File: config.mk
export PLATFORM = sky130hd
export DESIGN_NAME = bus_master_arbiter
export DESIGN_NICKNAME = d
export VERILOG_FILES = /design/src/rtl/bus_master_arbiter.sv
export SDC_FILE = /design/constraint.sdc
export NUM_CORES = 1
export LEC_CHECK = 0
export ABC_AREA = 1
export CORE_MARGIN = 8
export CORE_UTILIZATION = 50
export DETAILED_ROUTE_END_ITERATION = 8
export GPL_ROUTABILITY_DRIVEN = 0
export PLACE_DENSITY = 0.77
export SLEW_MARGIN = 25
export SYNTH_ARGS = -nofsm -noshare
export SYNTH_HDL_FRONTEND = slang
export SYNTH_SLANG_ARGS = --single-unit
export TNS_END_PERCENT = 100
File: constraint.sdc
create_clock -name clk -period 1.3 [get_ports clk]
set_input_delay 0.26 -clock clk [delete_from_list [all_inputs] [get_ports clk]]
set_output_delay 0.26 -clock clk [all_outputs]
set_load 0.005 [all_outputs]
File: src/rtl/bus_master_arbiter.sv
// bus_master_arbiter
// Hands the Z80 bus from the CPU to one of two bus-master requesters at a time.
// It drives busrq_n toward the CPU and watches busak_n. A tie is resolved
// round-robin. After every release the CPU keeps the bus for MINGAP cycles
// before busrq_n can be asserted again.
//
// Ports:
//   clk        system clock, all state on the rising edge
//   rst_n      asynchronous active-low reset
//   req_i      level request per requester, held for the whole tenure
//   busak_n_i  CPU bus acknowledge (same clock domain)
//   busrq_n_o  registered bus request to the CPU
//   gnt_o      registered one-hot grant
//   busy_o     high whenever the FSM is not in IDLE
//
// state     | meaning
// ----------+--------------------------------------------------------
// IDLE      | CPU owns the bus, no request pending
// WAIT_ACK  | busrq_n asserted for the selected requester, waiting busak_n
// GRANT     | selected requester owns the bus
// RELEASE   | grant dropped, waiting for the CPU to take the bus back
// GAP       | CPU-owned guard interval of MINGAP cycles
module bus_master_arbiter #(
    parameter int unsigned MINGAP = 4,
    parameter int unsigned GAPW   = 8
) (
    input  logic       clk,
    input  logic       rst_n,
    input  logic [1:0] req_i,
    input  logic       busak_n_i,
    output logic       busrq_n_o,
    output logic [1:0] gnt_o,
    output logic       busy_o
);

    typedef enum logic [2:0] {
        S_IDLE,
        S_WAIT_ACK,
        S_GRANT,
        S_RELEASE,
        S_GAP
    } state_t;

    localparam logic [GAPW-1:0] GAP_LOAD = GAPW'(MINGAP);

    state_t          state_q, state_d;
    logic            sel_q, sel_d;
    logic            last_q, last_d;
    logic            busrq_n_q, busrq_n_d;
    logic [1:0]      gnt_q, gnt_d;
    logic [GAPW-1:0] gap_q, gap_d;
    logic            req_sel;

    assign req_sel = req_i[sel_q];

    always_ff @(posedge clk or negedge rst_n) begin
        if (!rst_n) begin
            state_q   <= S_IDLE;
            sel_q     <= 1'b0;
            last_q    <= 1'b1;
            busrq_n_q <= 1'b1;
            gnt_q     <= 2'b00;
            gap_q     <= '0;
        end else begin
            state_q   <= state_d;
            sel_q     <= sel_d;
            last_q    <= last_d;
            busrq_n_q <= busrq_n_d;
            gnt_q     <= gnt_d;
            gap_q     <= gap_d;
        end
    end

    always_comb begin
        state_d   = state_q;
        sel_d     = sel_q;
        last_d    = last_q;
        busrq_n_d = busrq_n_q;
        gnt_d     = gnt_q;
        gap_d     = gap_q;
        case (state_q)
            S_IDLE: begin
                if (|req_i) begin
                    // single request: req_i[1] is the index; tie: favour the one not served last
                    sel_d     = (req_i == 2'b11) ? ~last_q : req_i[1];
                    busrq_n_d = 1'b0;
                    state_d   = S_WAIT_ACK;
                end
            end
            S_WAIT_ACK: begin
                if (!req_sel) begin
                    busrq_n_d = 1'b1;
                    state_d   = S_RELEASE;
                end else if (!busak_n_i) begin
                    gnt_d   = sel_q ? 2'b10 : 2'b01;
                    last_d  = sel_q;
                    state_d = S_GRANT;
                end
            end
            S_GRANT: begin
                if (!req_sel) begin
                    gnt_d     = 2'b00;
                    busrq_n_d = 1'b1;
                    state_d   = S_RELEASE;
                end else if (busak_n_i) begin
                    // CPU took the bus back under us: stop driving, but keep
                    // busrq_n low until the requester lets go
                    gnt_d   = 2'b00;
                    state_d = S_RELEASE;
                end
            end
            S_RELEASE: begin
                if (!req_sel) begin
                    busrq_n_d = 1'b1;
                end
                // only leave once our own request is withdrawn and the CPU has the bus
                if (busak_n_i && busrq_n_q) begin
                    if (GAP_LOAD == '0) begin
                        state_d = S_IDLE;
                    end else begin
                        gap_d   = GAP_LOAD;
                        state_d = S_GAP;
                    end
                end
            end
            S_GAP: begin
                if (gap_q <= 1) begin
                    gap_d   = '0;
                    state_d = S_IDLE;
                end else begin
                    gap_d = gap_q - 1'b1;
                end
            end
            default: begin
                state_d = S_IDLE;
            end
        endcase
    end

    always_comb begin
        busy_o    = (state_q != S_IDLE);
        busrq_n_o = busrq_n_q;
        gnt_o     = gnt_q;
    end

endmodule

# After elaboration in Yosys (flattened, before gate mapping)
# Index checks and enable logic that the tools add are counted.
# Widths: inputs -> output; s select.
[totals]
inputBits = 5
register_bits = 16
output_inout_bits = 4
elab_cells = 61
[classes]
n_eq_ne = 13
n_reduce_logical = 14
addsub = 1
bitwise_logic = 2
mux = 23
n_lt_le_gt_ge = 2
[op_table]
columns = ["operator", "count"]
rows = [
  ["$mux 3", 7],
  ["$mux 8", 2],
  ["$pmux 8 s2", 1],
  ["$pmux 3 s5", 1],
  ["$ne 2x2->1 const B", 6],
  ["$mux 2", 5],
  ["$le 8x1->1 const B", 1],
  ["$sub 8x1->8 const B", 1],
  ["$eq 3x2->1 const B", 2],
  ["$ne 3x3->1 const B", 2],
  ["$reduce_and 3->1", 2],
  ["$reduce_bool 2->1", 3],
  ["$mux 1", 5],
  ["$reduce_and 5->1", 1],
  ["$pmux 2 s2", 1],
  ["$reduce_and 2->1", 2],
  ["$reduce_and 4->1", 1],
  ["$eq 3x1->1 const B", 1],
  ["$eq 3x3->1 const B", 1],
  ["$logic_not 3->1", 1],
  ["$reduce_bool 3->1", 1],
  ["$reduce_or 3->1", 1],
  ["$eq 2x2->1 const B", 1],
  ["$lt 1x2->1 const B", 1],
  ["other kinds (4)", 5],
]

# Logic depth before layout (Yosys ltp)
# Gate-level depths: netlist of run 1.
[depth]
depth_word = 4
depth_mapped = 10
ltp_nobuf = 10

# Worst setup path after synthesis of run 1
# Ideal clock, no wire load.
[synth_path]
path_type = "register to register"
from = "reg gap_q[0]"
to = "reg state_q[0]"
setup_ps = 121
slack_ps = -30
path_stages_with_launch = 10
path_buffers = 0
required_time_ps = 1179
synth_period_minus_slack_ps = 1330
arrival_time_ps = 1209
cell_sequence = "dfrtp_1 -> inv_1 -> ha_1 -> nor2_1 -> nor2_1 -> nand2_1 -> nand2_2 -> nand2_1 -> o21bai_1 -> nand2_1"
[synth_via]
elab_chain_len = 3
[synth_lines]
columns = ["element", "line_no", "rtl"]
rows = [
  ["start: declaration", "51", "logic [GAPW-1:0] gap_q, gap_d;"],
  ["start signal: assignment", "70", "gap_q <= gap_d;"],
  ["$le 8x1->1", "127", "if (gap_q <= 1) begin"],
  ["$ne 2x2->1 (no line)", "n/a", ""],
  ["$reduce_and 5->1 (no line)", "n/a", ""],
  ["end signal: assignment", "65", "state_q <= state_d;"],
  ["end: declaration", "46", "state_t state_q, state_d;"],
]
# No other way between the ends.
# A chain may end at the register's enable or synchronous reset.

# Worst setup path after layout of run 1
[layout_path]
from = "reg gap_q[1]"
to = "reg state_q[1]"
# Same word-level chain as after synthesis.

==> results of run 1 <==
how the worst min path moves through the flow:
stage	endpoint	slack [ps]	cells after the start
after global routing	gap_q[3]$_DFFE_PN0P_	310	2
after detailed placement	last_q$_DFFE_PN1P_	460	2
after floorplan	gap_q[0]$_DFFE_PN0P_	-40	0
final	gap_q[3]$_DFFE_PN0P_	280	2
after CTS	gap_q[3]$_DFFE_PN0P_	290	2
after global placement	last_q$_DFFE_PN1P_	460	2
logic make-up (layout without fill, tap and decap cells):
family | after synthesis | after routing | synth area share
flip-flops | 16 | 16 | 0.415
AND/OR/NAND/NOR | 73 | 73 | 0.312
AO/OA/AOI/OAI | 23 | 23 | 0.135
adder cells (fa/ha/maj) | 2 | 2 | 0.0258
buffers and inverters | 24 | 65 | 0.0929
XOR/XNOR | 2 | 2 | 0.0181
registers in the layout (all words and copies together) (netlist names):
register and flops:
gap_q 8, sel_q 1, gnt_o 2, busrq_n_o 1
state_q 3, last_q 1
through the flow:
| stage | cell area [um2] | cells | setup slack, ps | TNS [ps] |
|---|---|---|---|---|
| 2_1_floorplan | 982 | 140 | 12.9 | 0 |
| 3_3_place_gp | 1230 | 193 | -252 | -1740 |
| 3_5_place_dp | 1230 | 193 | -244 | -2040 |
| 4_1_cts | 1400 | 202 | -86.7 | -220 |
| 5_1_grt | 1490 | 208 | -230 | -1360 |
| 6_report | 1490 | 208 | -105 | -467 |
layer usage:
| layer | part of all wire | track usage | vias up | wire length [um] |
|---|---|---|---|---|
| met3 | 0.043 | 0.0237 | 8 | 124 |
| met4 | 0.022 | 0.0680 | 0 | 63 |
| met2 | 0.52 | 0.306 | 33 | 1510 |
| met5 | 0 | 0 | - | 0 |
| met1 | 0.42 | 0.188 | 519 | 1220 |
| li1 | - | - | 532 | - |
timing repair:
action | 4_1_cts | 5_1_grt
setup buffers | 5 | 6
pin swaps | 17 | 14
endpoints found under the setup margin | 16 | 17
resized for setup | 33 | 21
endpoints found under the hold margin | 0 | 0
synthesized netlist by cell type:
cell type	number
o21bai_1	2
a21oi_1	5
nor2_1	18
nor3_1	2
nand2_1	37
inv_1	24
xor2_1	2
ha_1	2
o22ai_1	6
nand4_1	1
dfstp_2	2
nand2_2	3
nor2_2	1
o32ai_1	1
dfrtp_1	14
o21ai_0	8
nand3_1	11
o21ai_1	1
area by class of cell:
| type | instances | area [um2] |
|---|---|---|
| Multi-Input combinational cell | 100 | 628 |
| Fill cell | 123 | 412 |
| Sequential cell | 16 | 404 |
| Timing Repair Buffer | 37 | 293 |
| Inverter | 24 | 95.1 |
| Clock buffer | 4 | 36.3 |
| Tap cell | 27 | 33.8 |
critical path: stages, from the launching register on:
cell and delay (ps):
dfrtp_1 410, inv_2 130, ha_4 170, inv_2 50, nand2_2 70, nand2_2 70, nor2_4 150, nor2_4 60
nor2_2 100, nand3_1 80, nand2_1 60
power by group through the flow:
stage,logic [mW],registers (mW),clock network (mW)
finish,2.26,0.885,0.341
global route,2.46,0.908,0.359
CTS,1.93,0.864,0.333
detailed placement,1.66,0.864,0
global placement,1.61,0.857,0
floorplan,0.981,0.869,0
==> flow_metrics.tcl, run 1 <==
set metrics [dict create \
    syn_nets 147 \
    r2r_end "state_q[1]$_DFFE_PN0P_" \
    comb_power_share 0.649 \
    status "finished, violations left" \
    via_count 1092 \
    r2r-start "gap_q[1]$_DFFE_PN0P_" \
    drive_gt1_frac 0.409 \
    portBuffers 8 \
    fin_hold_ws_ps 275 \
    synth.top_cells.by_area "dfrtp_1 (36%), nand2_1 (14%), inv_1 (9.3%)" \
    synth-seq-area-share 0.415 \
    die_area_mm2 0.00360 \
    cts.path.max_buffers 2 \
    p_per_area_mw_per_mm2 2340 \
    core_area_mm2 0.00190 \
    seq_power_share 0.254 \
    power.total_mw 3.49 \
    first_iter_violations 33 \
    fin_crit_ps 1410 \
    fmax_mhz 712 \
    critical_path_class "reg2reg" \
    final_common_cell "nand2_1" \
    synth_cell_type_count 18 \
    rows 16 \
    hold_path.class "in2async" \
    intPower_mw 1.91 \
    setup_viol 10 \
    ir_drop_v 0.00148 \
    r2r_cells 10 \
    slew_viol_final 0 \
    switchingPower_mw 1.58 \
    synth.avg_cell_area_um2 6.93 \
    hold_viol_final 0 \
    area_growth_pct 53.7 \
    track_usage 0.168 \
    root_buffer "clkbuf_4" \
    r2r_slack_ps -110 \
    rsz0062_at_grt "true" \
    p_leak_nw 0.761 \
    place_hpwl_um 1770 \
    antenna_found_initial 0 \
    cts_num_sinks 16 \
    ioPinCount 9 \
    postRouteAntennaNets 0 \
    p_clk_frac 0.098 \
    grt_overflow 0 \
    grt_max_degree 17 \
    fin_crit_sh 1.08 \
    fp.dieH_um 60.0 \
    vias_per_cell 5.25 \
    critical_path.max_fanout 4 \
    relSlewSlack 0.820 \
    synthCells 140 \
    htreeDepth 1 \
    cp-end-kind "register" \
    drt-pass1-iter-count 4 \
    final_util 0.784 \
    wl_um 2920 \
    grt_first_pass_wirelength_um 4640 \
    clock_skew_ps 7.39 \
    antenna_cells 0 \
    crit_start "gap_q[1]$_DFFE_PN0P_" \
    cts_tree "built" \
    yosys_warnings 0 \
    ctsHoldBuffers 0 \
    critPathRequiredTime_ps 1540 \
    cp_data_arrival_time_ps 1650 \
    clk_pin_slew_ps 100 \
    grt_pass1_vias 1068 \
    clock_latency_ps 300 \
    drc_errors 0 \
    synth_seq_cells 16 \
    violations "setup timing" \
    swShare 0.452 \
    startpoint_type "register" \
    wl_per_cell_um 14.0 \
    start_util 0.510 \
    setup_ws_ps -105 \
    nets 189 \
    synth_top_area_frac 0.361 \
    yosys.area.top_type "dfrtp_1" \
    critPathCapture "state_q[1]$_DFFE_PN0P_" \
    cts_inserted_buffers 3 \
    die_x_um 60.0 \
    netlist_area_um2 970 \
    worst_pin_slew_ps 269 \
    mostFrequentLayoutCells "nand2_1 (29), buf_4 (27), inv_1 (18)" \
    cap_viol_max_count 0 \
]
No activity file was read; power rests on OpenSTA's default activity.
==> run 2: changes to the inputs <==
- SLEW_MARGIN: 25 -> not set
==> results of run 2 <==
The final DEF is identical to that of run 1; final timing and power are the same.
==> run 3: changes to the inputs <==
- ABC_AREA: 1 -> 0
- CORE_UTILIZATION: 50 -> 49
- GPL_TIMING_DRIVEN: not set -> 0
- PLACE_DENSITY: 0.77 -> 0.76
==> run 3 against run 2 <==
Net effect:
- count of clock-buffer cells in the layout stayed put
- utilization down 3.4 points
- largest power group is now sequential cells
- fmax fell by 13%
- critical endpoint is now gap_q[6]$_DFFE_PN0P_
- non-clock buffer count shrank 9
- the flow still finishes with violations (setup timing)
- wire length decreased by 10%
- critical path type unchanged
- sequential power is 43% lower
- first-iteration DRC count decreased by 15%
- design area decreased by 12%
==> flow_metrics.tcl, run 3 <==
set metrics [dict create \
    status "finished, violations left" \
    violations "setup timing" \
    synthSimpleGateAreaFrac 0.214 \
    synth-seq-area-share 0.438 \
    mostFrequentLayoutCells "buf_4 (14), dfrtp_1 (12), nand2_1 (11)" \
    fp.dieH_um 59.3 \
    synth_common_cells "dfrtp_1 (14), nand2_1 (11), a21oi_1 (7), a31oi_1 (7), nor2_1 (7)" \
    grt_pass1_vias 860 \
    p_clk_frac 0.343 \
    cts_num_sinks 16 \
    core_area_mm2 0.00175 \
    synth.avg_cell_area_um2 9.29 \
    area_growth_pct 42.3 \
    drive_gt1_frac 0.425 \
    grt_first_pass_wirelength_um 3730 \
    drt-met1-wl_um 1020 \
    start_util 0.527 \
    setup_viol 14 \
    cp_data_arrival_time_ps 1830 \
    antenna_cells 0 \
    drc_errors 0 \
    synth_top_area_frac 0.381 \
    slew_viol_final 0 \
    critical_path.max_fanout 7 \
    top_layer "met4" \
    via_count 915 \
    final_common_cell "buf_4" \
    switchingPower_mw 0.202 \
    relSlewSlack 0.509 \
    yosys.area.top_type "dfrtp_1" \
    fin_hold_ws_ps 336 \
    drt-pass1-iter-count 4 \
    rsz0062_at_grt "true" \
    final_area_mm2 0.00131 \
    fmax_mhz 617 \
    synth_seq_cells 16 \
    yosys_warnings 0 \
    yosysMostFrequentCell "dfrtp_1" \
    top_register "gap_q" \
    fin_crit_sh 1.25 \
    netlist_area_um2 920 \
    grt_max_degree 17 \
    setup_ws_ps -320 \
    postRouteAntennaNets 0 \
    synth_cell_type_count 38 \
    dr_wl_met3_um 149 \
    p_leak_nw 0.541 \
    synth_top_family_by_area "compound AO/OA/AOI/OAI gates" \
    synth-main-ff-cell "dfrtp_1" \
    ioPinCount 9 \
    critical_path_class "reg2reg" \
    fin_crit_ps 1620 \
    clk_pin_slew_ps 100 \
    clock_skew_ps 4.06 \
    worst_pin_slew_ps 735 \
    synth_fa_ha_area_frac 0.0272 \
    cap_viol_max_count 0 \
    swShare 0.240 \
    root_buffer "clkbuf_4" \
    first_iter_violations 28 \
    power.total_mw 0.843 \
    die_area_mm2 0.00352 \
    vias_per_cell 6.02 \
    nets 135 \
    dpl_cell_area_mm2 0.00106 \
    cp-end-kind "register" \
    seq_power_share 0.596 \
    synth.top_cells.by_area "dfrtp_1 (38%), dfstp_2 (5.7%), a31oi_1 (4.8%)" \
    syn_nets 106 \
    fin_setup_tns_ps -2910 \
    synth-compound-area-share 0.227 \
    synthCells 99 \
    intPower_mw 0.641 \
    p_per_area_mw_per_mm2 644 \
    dp.cells 132 \
    clock_latency_ps 300 \
    synth-edff-count 0 \
    startpoint_type "register" \
    track_usage 0.136 \
    portBuffers 8 \
    hold_path.class "in2reg" \
    die_x_um 59.3 \
    antenna_found_initial 0 \
    final_util 0.750 \
    cts_inserted_buffers 3 \
    synth_xor_area_frac 0.00952 \
    htreeDepth 1 \
    instances_no_fill 152 \
    critPathRequiredTime_ps 1510 \
    ir_drop_v 0.000616 \
    async_reset_ff_frac 1.00 \
    grt_overflow 0 \
    comb_power_share 0.061 \
    wl_met2_um 1360 \
    wl_per_cell_um 17.2 \
    synth_mux_area_frac 0.0231 \
    place_hpwl_um 1410 \
    preCtsSetupSlack_ps -627 \
    rows 15 \
    wl_um 2620 \
    cts_tree "built" \
    largest_reg_flops 8 \
    hold_viol_final 0 \
    cts.path.max_buffers 2 \
]
-- run 3: cells by family (layout without fill, tap and decap cells) --
family | count (synthesis) | in the layout
compound gates | 32 | 32
xor+xnor | 1 | 1
fa+ha+maj | 2 | 2
buf+inv | 10 | 38
flops | 16 | 16
mux | 2 | 2
simple gates | 36 | 36
-- run 3: power by group through the flow --
stage / clock [mW] / sequential, mW / combinational, mW
global route: 0.314 / 0.503 / 0.0562
finish: 0.289 / 0.503 / 0.0513
floorplan: 0 / 0.512 / 0.00984
CTS: 0.293 / 0.503 / 0.0472
detailed placement: 0 / 0.512 / 0.0464
global placement: 0 / 0.512 / 0.0453
-- run 3: final timing paths --
| kind | to | slack (ps) | cells after the start | start |
|---|---|---|---|---|
| hold / removal | sel_q$_DFFE_PN0P_ | 340 | 2 | req_i[0] |
| setup / recovery | gap_q[6]$_DFFE_PN0P_ | -320 | 5 | state_q[0]$_DFFE_PN0P_ |
| hold reg to reg | gap_q[0]$_DFFE_PN0P_ | 550 | 1 | gap_q[0]$_DFFE_PN0P_ |
| min in group asynchronous | state_q[1]$_DFFE_PN0P_ | 390 | 1 | rst_n |
| max in group asynchronous | sel_q$_DFFE_PN0P_ | 400 | 1 | rst_n |
| setup reg to reg | gap_q[6]$_DFFE_PN0P_ | -320 | 5 | state_q[0]$_DFFE_PN0P_ |
-- run 3: final cells by class --
| class | instances | area [um2] |
|---|---|---|
| multi-input cells | 73 | 579 |
| fillers | 110 | 437 |
| flip-flops and latches | 16 | 405 |
| repair buffers | 25 | 208 |
| plain buffers | 3 | 36.3 |
| well taps | 25 | 31.3 |
| clock buffers | 4 | 26.3 |
| inverters | 6 | 22.5 |
-- run 3: critical path: stages, from the launching register on --
cell and delay (ps):
dfrtp_1 390, buf_6 130, or3b_4 430, a31oi_4 260, a41oi_2 130, a31oi_1 200
-- run 3: timing repair --
| action | CTS | global route |
|---|---|---|
| pin swaps | 4 | 14 |
| setup endpoints to repair | 17 | 15 |
| setup buffers | 10 | 7 |
| gates resized for setup | 24 | 14 |
| hold buffers | 0 | 0 |
-- run 3: layer usage --
layer | GRT usage | up-vias
met2 | 0.230 | 39
met4 | 0.0683 | 0
li1 | - | 420
met1 | 0.157 | 445
met3 | 0.0304 | 11
met5 | 0 | -
